`config.mk`:
```
export PLATFORM = sky130hd
export DESIGN_NAME = fetch_unit
export DESIGN_NICKNAME = d
export VERILOG_FILES = /design/src/rtl/fetch_unit_pkg.sv /design/src/rtl/fetch_unit_fifo.sv /design/src/rtl/fetch_unit.sv
export SDC_FILE = /design/constraint.sdc
export NUM_CORES = 1
export LEC_CHECK = 0
export BUFFER_PORTS_ARGS = -buffer_cell sky130_fd_sc_hd__buf_2
export CAP_MARGIN = 25
export CORE_ASPECT_RATIO = 0.8
export CORE_MARGIN = 2
export CORE_UTILIZATION = 45
export CTS_CLUSTER_DIAMETER = 30
export DETAILED_ROUTE_END_ITERATION = 10
export PLACE_DENSITY = 0.73
export SLEW_MARGIN = 10
export SYNTH_ARGS = -nofsm -noshare
export SYNTH_HDL_FRONTEND = slang
export SYNTH_HIERARCHICAL = 1
export SYNTH_SLANG_ARGS = --single-unit
```
`constraint.sdc`:
```
create_clock -name clk -period 8 [get_ports clk]
set_input_delay 1.6 -clock clk [delete_from_list [all_inputs] [get_ports clk]]
set_output_delay 1.6 -clock clk [all_outputs]
set_load 0.02 [all_outputs]
```
`src/rtl/fetch_unit_pkg.sv`:
```
// Shared processor definitions used by the instruction fetch stage:
// instruction width, reset PC, fetch FSM encodings and the FIFO entry layout.
package fetch_unit_pkg;

  localparam int          INSTR_W      = 32;
  localparam logic [31:0] RESET_PC_DEF = 32'h0000_0000;
  localparam logic [31:0] NOP_INSTR    = 32'h0000_0013;

  typedef enum logic [1:0] {
    ST_IDLE = 2'd0,
    ST_REQ  = 2'd1,
    ST_DROP = 2'd2
  } fetch_state_e;

  // 65-bit prefetch entry: pc, instruction word, fetch error flag
  typedef struct packed {
    logic [31:0]         pc;
    logic [INSTR_W-1:0]  instr;
    logic                err;
  } fetch_entry_t;

  function automatic logic [31:0] align_pc(input logic [31:0] pc);
    return {pc[31:2], 2'b00};
  endfunction

endpackage

```
`src/rtl/fetch_unit_fifo.sv`:
```
// Prefetch FIFO for the fetch stage: DEPTH entries, push/pop/flush, and a
// registered head so decode sees data the cycle after it is pushed.
module fetch_fifo
  import fetch_unit_pkg::*;
#(
  parameter int DEPTH = 2
) (
  input  logic                         clk,
  input  logic                         rst,
  input  logic                         i_push,
  input  fetch_entry_t                 i_data,
  input  logic                         i_pop,
  input  logic                         i_flush,
  output logic                         o_valid,
  output fetch_entry_t                 o_head,
  output logic [$clog2(DEPTH+1)-1:0]   o_count
);

  localparam int PTR_W = $clog2(DEPTH);
  localparam int CNT_W = $clog2(DEPTH + 1);

  fetch_entry_t     r_mem [DEPTH];
  fetch_entry_t     r_head;
  fetch_entry_t     w_head_nxt;
  logic [PTR_W-1:0] r_wr_ptr;
  logic [PTR_W-1:0] r_rd_ptr;
  logic [PTR_W-1:0] w_rd_ptr_inc;
  logic [CNT_W-1:0] r_count;
  logic [CNT_W-1:0] w_count_nxt;
  logic             r_vld;
  logic             w_push;
  logic             w_pop;

  assign w_pop        = i_pop & r_vld;
  // A push into a full FIFO is only taken when the head leaves the same cycle
  assign w_push       = i_push & ((r_count != CNT_W'(DEPTH)) | w_pop);
  assign w_rd_ptr_inc = r_rd_ptr + PTR_W'(1);
  assign w_count_nxt  = r_count + CNT_W'(w_push) - CNT_W'(w_pop);

  always_comb begin
    w_head_nxt = r_head;
    if (w_pop && (r_count > CNT_W'(1))) begin
      w_head_nxt = r_mem[w_rd_ptr_inc];
    end else if ((w_pop || !r_vld) && w_push) begin
      w_head_nxt = i_data;
    end
  end

  always_ff @(posedge clk or negedge rst) begin
    if (!rst) begin
      r_wr_ptr <= '0;
      r_rd_ptr <= '0;
      r_count  <= '0;
      r_vld    <= 1'b0;
      r_head   <= '0;
    end else if (i_flush) begin
      r_wr_ptr <= '0;
      r_rd_ptr <= '0;
      r_count  <= '0;
      r_vld    <= 1'b0;
      r_head   <= '0;
    end else begin
      if (w_push) r_wr_ptr <= r_wr_ptr + PTR_W'(1);
      if (w_pop)  r_rd_ptr <= w_rd_ptr_inc;
      r_count <= w_count_nxt;
      r_vld   <= (w_count_nxt != '0);
      r_head  <= w_head_nxt;
    end
  end

  always_ff @(posedge clk) begin
    if (w_push && !i_flush) r_mem[r_wr_ptr] <= i_data;
  end

  assign o_valid = r_vld;
  assign o_head  = r_head;
  assign o_count = r_count;

endmodule

```
`src/rtl/fetch_unit.sv`:
```
// Instruction fetch stage: sequential PC generation, single-outstanding imem
// requests, prefetch buffering and redirect handling toward decode.
module fetch_unit
  import fetch_unit_pkg::*;
#(
  parameter int          ADDR_W   = 16,
  parameter logic [31:0] RESET_PC = RESET_PC_DEF,
  parameter int          DEPTH    = 2
) (
  input  logic              clk,
  input  logic              rst,
  output logic [ADDR_W-1:0] imem_addr,
  output logic              imem_en,
  input  logic [31:0]       imem_data_out,
  input  logic              imem_ready,
  input  logic              imem_err,
  input  logic              redirect,
  input  logic [31:0]       redirect_pc,
  output logic              if_valid,
  output logic [31:0]       if_instr,
  output logic [31:0]       if_pc,
  output logic              if_err,
  input  logic              id_ready
);

  localparam int CNT_W = $clog2(DEPTH + 1);

  fetch_state_e      r_state;
  fetch_state_e      w_state_nxt;
  logic [31:0]       r_fetch_pc;
  logic [31:0]       w_pc_nxt;
  logic              r_en;
  logic              w_en_nxt;
  logic [ADDR_W-1:0] r_addr;
  logic [ADDR_W-1:0] w_addr_nxt;
  logic              w_push;
  logic              w_pop;
  logic              w_flush;
  logic              w_done;
  logic [31:0]       w_rpc;
  logic [31:0]       w_pc_inc;
  logic [CNT_W-1:0]  w_count;
  logic [CNT_W-1:0]  w_cnt_nxt;
  logic              w_fifo_vld;
  fetch_entry_t      w_push_data;
  fetch_entry_t      w_head;

  assign w_rpc       = align_pc(redirect_pc);
  assign w_pc_inc    = r_fetch_pc + 32'd4;
  assign w_done      = r_en & imem_ready;
  assign w_push_data = {r_fetch_pc, imem_data_out, imem_err};

  always_comb begin
    w_state_nxt = r_state;
    w_pc_nxt    = r_fetch_pc;
    w_en_nxt    = r_en;
    w_addr_nxt  = r_addr;
    w_push      = 1'b0;
    w_flush     = 1'b0;
    w_pop       = w_fifo_vld & id_ready;
    w_cnt_nxt   = w_count;
    case (r_state)
      ST_IDLE: begin
        // Any imem_ready seen here belongs to a request killed by reset
        w_pop       = 1'b0;
        w_state_nxt = ST_REQ;
        w_pc_nxt    = redirect ? w_rpc : r_fetch_pc;
        w_en_nxt    = 1'b1;
        w_addr_nxt  = w_pc_nxt[ADDR_W-1:0];
      end
      ST_REQ: begin
        if (redirect) begin
          w_flush  = 1'b1;
          w_pop    = 1'b0;
          w_pc_nxt = w_rpc;
          if (r_en && !imem_ready) begin
            // imem cannot cancel: keep the old address until it answers
            w_state_nxt = ST_DROP;
          end else begin
            w_en_nxt   = 1'b1;
            w_addr_nxt = w_rpc[ADDR_W-1:0];
          end
        end else begin
          if (w_done) begin
            w_push   = 1'b1;
            w_pc_nxt = w_pc_inc;
          end
          w_cnt_nxt = w_count + CNT_W'(w_push) - CNT_W'(w_pop);
          if (!r_en || w_done) begin
            // The new request reserves a slot, so it needs room after this edge
            w_en_nxt   = (w_cnt_nxt < CNT_W'(DEPTH));
            w_addr_nxt = w_en_nxt ? w_pc_nxt[ADDR_W-1:0] : r_addr;
          end
        end
      end
      ST_DROP: begin
        w_pop   = 1'b0;
        w_flush = redirect;
        if (redirect) w_pc_nxt = w_rpc;
        if (imem_ready) begin
          w_state_nxt = ST_REQ;
          w_en_nxt    = 1'b1;
          w_addr_nxt  = w_pc_nxt[ADDR_W-1:0];
        end
      end
      default: begin
        w_state_nxt = ST_IDLE;
        w_en_nxt    = 1'b0;
      end
    endcase
  end

  always_ff @(posedge clk or negedge rst) begin
    if (!rst) begin
      r_state    <= ST_IDLE;
      r_fetch_pc <= RESET_PC;
      r_en       <= 1'b0;
      r_addr     <= '0;
    end else begin
      r_state    <= w_state_nxt;
      r_fetch_pc <= w_pc_nxt;
      r_en       <= w_en_nxt;
      r_addr     <= w_addr_nxt;
    end
  end

  fetch_fifo #(
    .DEPTH (DEPTH)
  ) u_fifo (
    .clk     (clk),
    .rst     (rst),
    .i_push  (w_push),
    .i_data  (w_push_data),
    .i_pop   (w_pop),
    .i_flush (w_flush),
    .o_valid (w_fifo_vld),
    .o_head  (w_head),
    .o_count (w_count)
  );

  assign imem_en   = r_en;
  assign imem_addr = r_addr;
  assign if_valid  = w_fifo_vld;
  assign if_pc     = w_head.pc;
  assign if_instr  = w_head.instr;
  assign if_err    = w_head.err;

endmodule

```
**Yosys cells after proc, flatten, opt, wreduce, memory -nomap -nowiden**

Memory sizes are Yosys's and may differ from the RTL's.
Cells that the tools add are included.

- Memory bits (writable): 130
- Memories kept: 1
- Input port bits: 70
- Word-level logic and storage cells: 99
- Flip-flop bits (word level): 121

- Bitwise operators: 5
- Mux-type cells: 39
- Equal/unequal tests: 11
- Reductions and logical operators: 22
- $add $sub $neg: 7
- Order comparisons: 2

Memory list:

| name | words | width | read ports | clocked after Yosys merged registers in | wr ports | RTL line | RTL |
|---|---|---|---|---|---|---|---|
| u_fifo.r_mem | 2 | 65 | 1 | 0 | 1 | fetch_unit_fifo.sv:22 | `fetch_entry_t r_mem [DEPTH];` |

Operators by type and width:

| kind | number |
|---|---|
| 2-to-1 mux 65 bit | 3 |
| 2-to-1 mux 32 bit | 3 |
| 2-to-1 mux 16 bit | 5 |
| one-hot mux 32 bit (2 select lines) | 1 |
| one-hot mux 16 bit (3 select lines) | 1 |
| adder 32 x 3 -> 32 bit, second input constant | 1 |
| 2-to-1 mux 1 bit | 18 |
| inequality test 3 bit, second input constant | 4 |
| AND reduction 3 bit | 3 |
| 2-to-1 mux 2 bit | 4 |
| inequality test 2 bit, second input constant | 4 |
| nonzero test 2 bit | 4 |
| one-hot mux 2 bit (3 select lines) | 1 |
| nonzero test 3 bit | 2 |
| AND reduction 5 bit | 1 |
| adder 2 x 1 -> 2 bit | 2 |
| bitwise AND 1 bit | 4 |
| logical AND 1 bit | 4 |
| zero test 1 bit | 4 |
| one-hot mux 1 bit (2 select lines) | 2 |
| subtractor 2 x 1 -> 2 bit | 2 |
| one-hot mux 1 bit (3 select lines) | 1 |
| adder 1 bit, second input constant | 2 |
| == test 2 x 1 -> 1 bit, second input constant | 1 |
| other kinds (8) | 9 |

**Longest topological paths before layout**

- Depth in word-level cells: 11
- Depth in mapped cells: 14

**By module**

Netlist, hierarchy kept.

By module, submodules not included:

| module | cells each | sequential area each (µm²) | area an instance (µm²) | times used |
|---|---|---|---|---|
| fetch_fifo | 588 | 5,655.4 | 7,835.0 | 1 |
| fetch_unit | 418 | 1,276.2 | 3,500.9 | 1 |

**Worst setup path before layout**

Ideal clock, no wire load.

- Path type: in2reg
- Start: in redirect
- End: mem u_fifo/r_mem[1][0] in the netlist's numbering (enable)
- Data arrival time: 7,433 ps
- Cell stages on the path: 8
- Setup slack: -15 ps
- Cells stage by stage: clkbuf_1 -> inv_1 -> nand2_1 -> a21boi_0 -> and2_1 -> buf_2 -> o21ai_0 -> nor3b_1

- Cells in the longest elaborated chain, start to end: 8

Ends and longest elaborated chain:

| what | RTL line | RTL |
|---|---|---|
| from (decl) | fetch_unit.sv:17 | `input logic redirect,` |
| 2-to-1 mux 1 bit | fetch_unit.sv:72 | `if (redirect) begin` |
| one-hot mux 1 bit (2 select lines) | fetch_unit.sv:62 | `case (r_state)` |
| net w_pop | fetch_unit.sv:37 | `logic w_pop;` |
| bitwise AND 1 bit | fetch_unit_fifo.sv:34 | `assign w_pop = i_pop & r_vld;` |
| bitwise OR 1 bit | fetch_unit_fifo.sv:36 | `assign w_push = i_push & ((r_count != CNT_W'(DEPTH)) \| w_pop);` |
| bitwise AND 1 bit | fetch_unit_fifo.sv:36 |  |
| logical AND 1 bit | fetch_unit_fifo.sv:72 | `if (w_push && !i_flush) r_mem[r_wr_ptr] <= i_data;` |
| 2-to-1 mux 1 bit | fetch_unit_fifo.sv:72 |  |
| 2-to-1 mux 1 bit (implied by the code) | fetch_unit_fifo.sv:72 |  |
| to (decl) | fetch_unit_fifo.sv:22 |  |

The timed path passes the listed nets, and every way through them passes these cells.

**Worst setup path in the final report**

- Start: in redirect
- End: mem u_fifo/r_mem[0][11] in the netlist's numbering (enable)

The elaborated chain is that of the path after synthesis.

==> results.md <==
| Step | Metric | Value |
| --- | --- | --- |
| synth | EDFF count, synth | 130 |
| worst setup path | Startpoint type of the worst setup path | primary input |
| placement | Setup slack at placement | 2.82 ns |
| flow run | # Max-Cap Violations | 0 |
| layout | Layout cell share with drive strength beyond 1 | 0.220 |
| global route | Grt total ovfl | 0 |
| placement | RD Place Congestion | 0.895 |
| clocking | H-Tree Level Count | 2 |
| power | Sw Ratio | 0.361 |
| power | Sequential share of power | 0.368 |
| layout | Fill count | 2042 |
| worst setup path | Crit path DAT | 4.83 ns |
| power | Static power due to leakage | 5.32 nW |
| global route | GRT Resource Usage Total | 0.207 |
| floorplanning | X dimension of the die | 181 um |
| power | Total power divided by cell area | 400 mW/mm^2 |
| synth | Sequential fraction of the synthesis area | 0.611 |
| routing | Vias per cell | 5.58 |
| routing | Total vias in the final route | 8384 |
| floorplanning | Starting utilization of the core area | 0.461 |
| layout | Final core utilization | 0.563 |
| sta | Setup_tns | 0 ns |
| clocking | Clock tree root driver cell | clkbuf_16 |
| power | Net Switching | 1.99 mW |
| synth | Most frequent cells after synthesis | 164 x nor2_1, 154 x a21oi_1, 130 x edfxtp_1, 121 x dfrtp_1, 77 x mux2i_1 |
| placement | Placed standard-cell area | 0.0122 mm^2 |
| clocking | Number of hold buffers added after CTS | 0 |
| power | Proportion of power drawn by the clock network | 0.344 |
| clocking | Total clock sinks | 251 |
| routing | Average wire per cell in the routed design | 18.1 um |
| routing | Routed length on met3 | 1970 um |
| global route | Pin count of the biggest net entering global routing | 99 |
| synth | Synth Net Count | 1084 |
| clocking | TritonCTS clock tree | done |
| worst setup path | Req. time, crit path | 8.16 ns |
| routing | DRC violation total after the first TritonRoute iteration | 692 |
| placement | Post-DP HPWL | 16700 um |
| layout | Diode insertion count for antenna repair | 0 |
| synth | Number of synthesis warnings | 6 |
| sta | Share of the clock period used by the worst path | 0.585 |
| synth | Cells after Synth | 1006 |
| sta | Transition time of the tightest slew-check pin | 0.989 ns |
| layout | Number of nets in the layout | 1226 |
| layout | Post-Layout Cell Count | 1503 |
| floorplanning | Area inside the core boundary | 0.0246 mm^2 |
| sta | Relative slew margins | 0.339 |
| worst setup path | Type of element capturing the critical path | flip-flop |
| global route | Vias in the first global route | 8224 |
| global route | Wire length of the first global-routing pass | 43700 um |
| routing | Count of TritonRoute iterations in the first routing pass | 5 |
| synth | Post-Synthesis Cell Area | 0.0113 mm^2 |
| synth | Async set-reset flop share out of synthesis | 0.482 |
| outcome | Outcome | finished, final reports clean |
| synth | Synthesized area per cell | 11.3 um^2 |
| synth | Share of Yosys cell area claimed by the top area cell type | 0.344 |
| routing | Met2 wire length | 12200 um |
| worst setup path | Type of the setup path with the least slack | in2reg |
| synth | Synthesis-stage register bit count | 251 |
| synth | Count leader, synth | nor2_1 |
| worst hold path | Min-Delay Path Class | reg2reg |
| power | Overall power consumption | 5.53 mW |
| clocking | Clock input transition at the sequential cells of the worst setup and hold paths | 0.05 ns |
| synth | Number of distinct library cells after synthesis | 64 |
| clocking | Total of cells resized after clock tree synthesis | 0 |
| floorplanning | Cell Rows | 51 |
| sta | Final number of max-transition violations | 0 |
| synth | Area contributors post-synth | edfxtp_1 34%, dfrtp_1 27%, a21oi_1 6.8% |
| routing | Uppermost signal routing layer after detailed routing | met4 |
| sta | Final hold slack | 0.480 ns |
| layout | Area overhead of the layout relative to synthesis | 22.0% |
| sta | Number of endpoints with negative hold slack in the final report | 0 |
| placement | Number of port buffers | 150 |
| sta | Number of failing setup endpoints in the final timing report | 0 |
| global route | Number of antenna violations at the first check in global routing | 0 |
| sta | Maximum clock rate | 214 MHz |
| synth | Leading area contributor after synthesis | edfxtp_1 |
| sta | Min cycle time layout | 4.68 ns |
| floorplanning | Die area | 0.0265 mm^2 |
| power | Maximum vdd ir drop | 0.328 mV |
| synth | Main flop type after synthesis | edfxtp_1 |
| clocking | Maximum count of clock buffers along a single path | 3 |
| routing | Number of nets with antenna violations after detailed routing | 0 |
| floorplanning | Die extent in y | 146 um |
| routing | Wire length on met1 | 12600 um |
| power | Combinational cell fraction of total power | 0.288 |
| routing | Post-route DRC violation count | 0 |
| sta | RSZ-0062 raised after global routing | false |
| worst setup path | CP Max Fanout | 46 |
| power | Design internal power | 3.53 mW |
| clocking | Number of setup buffers added after CTS | 0 |
| sta | Clock tree skew after final layout | 0.0103 ns |
| clocking | Skew-Pair Late Insertion Delay | 0.53 ns |
| clocking | TritonCTS Buffers | 45 |
| placement | Total placed cells including tap cells | 1417 |
| sta | Worst path setup slack after routing | 3.32 ns |
| floorplanning | Number of primary I/O pins | 153 |
| routing | Aggregate routed wire length | 27200 um |
| layout | Post-Layout Inst Area | 0.0138 mm^2 |
-- power groups by stage --
stage	registers [mW]	clock network [mW]	logic (mW)
5_1_grt	2.08	2.01	1.76
6_report	2.03	1.90	1.59
4_1_cts	2.03	1.94	1.60
2_1_floorplan	2.21	0	0.935
3_3_place_gp	2.03	0	1.54
3_5_place_dp	2.04	0	1.59
-- critical path, stage by stage --
cell and delay (ns):
buf_2 0.10, buf_4 0.26, inv_1 0.66, nand2_1 0.22, a21boi_0 0.27, and2_1 0.33
o21ai_0 0.34, nor3_2 0.39, buf_4 0.61
-- registers in the layout, summed over array words and instances (netlist names) --
register and count:
imem_en 1, r_state 2, u_fifo/o_count 2, r_fetch_pc 32, u_fifo/r_mem 130, u_fifo/o_valid 1, imem_addr 16, u_fifo/r_rd_ptr 1
u_fifo/o_head 65, u_fifo/r_wr_ptr 1
-- layer usage --
layer	global-route usage	vias up
met5	0	-
met2	0.314	324
met3	0.0423	42
met4	0.0610	0
met1	0.301	4051
li1	-	3967
-- placed cells by master (no fill, tap or decap), types with 11 or more instances in the layout --
| master | instances |
|---|---|
| a21oi_1 | 153 |
| buf_2 | 149 |
| buf_4 | 12 |
| clkbuf_16 | 45 |
| dfrtp_1 | 120 |
| edfxtp_1 | 130 |
| inv_1 | 14 |
| mux2i_1 | 77 |
| nand2_1 | 50 |
| nand3_1 | 13 |
| nor2_1 | 164 |
| nor4_1 | 11 |
| o21ai_0 | 46 |
-- final timing paths --
path	startpoint	end	slack [ns]	depth (start not counted)
hold / removal	imem_addr[15]$_DFFE_PN0P_	imem_addr[15]$_DFFE_PN0P_	0.48	2
setup / recovery	redirect	u_fifo/r_mem[0][11]$_DFFE_PP_	3.32	9
max in group asynchronous	rst	u_fifo/r_rd_ptr$_DFFE_PN0P_	5.52	3
setup reg to reg	r_state[1]$_DFFE_PN0P_	u_fifo/r_mem[0][11]$_DFFE_PP_	4.47	8
min in group asynchronous	rst	r_fetch_pc[26]$_DFFE_PN0P_	1.00	1
hold reg to reg	imem_addr[15]$_DFFE_PN0P_	imem_addr[15]$_DFFE_PN0P_	0.48	2
-- logic make-up (layout without fill, tap and decap cells) --
family / Yosys count / count (layout) / synth area share
AOI/OAI and AO/OA: 256 / 256 / 0.127
xor gates and xnor gates: 16 / 16 / 0.0124
buffers and inverters: 85 / 264 / 0.0419
adders and majority gates: 8 / 8 / 0.00883
DFF: 251 / 251 / 0.611
and+or+nand+nor: 312 / 312 / 0.129
muxes: 78 / 78 / 0.0690
-- area by class of cell --
cell class	count	area, um^2	share of cell area
Inverter	14	52.6	0.00380
Timing Repair Buffer	166	933	0.0675
Multi-Input combinational cell	670	3970	0.287
Sequential cell	251	6940	0.501
Tap cell	318	398	0.0288
Clock inverter	29	358	0.0259
Clock buffer	55	1180	0.0856
Note: power is estimated with default switching activity, not from simulation.
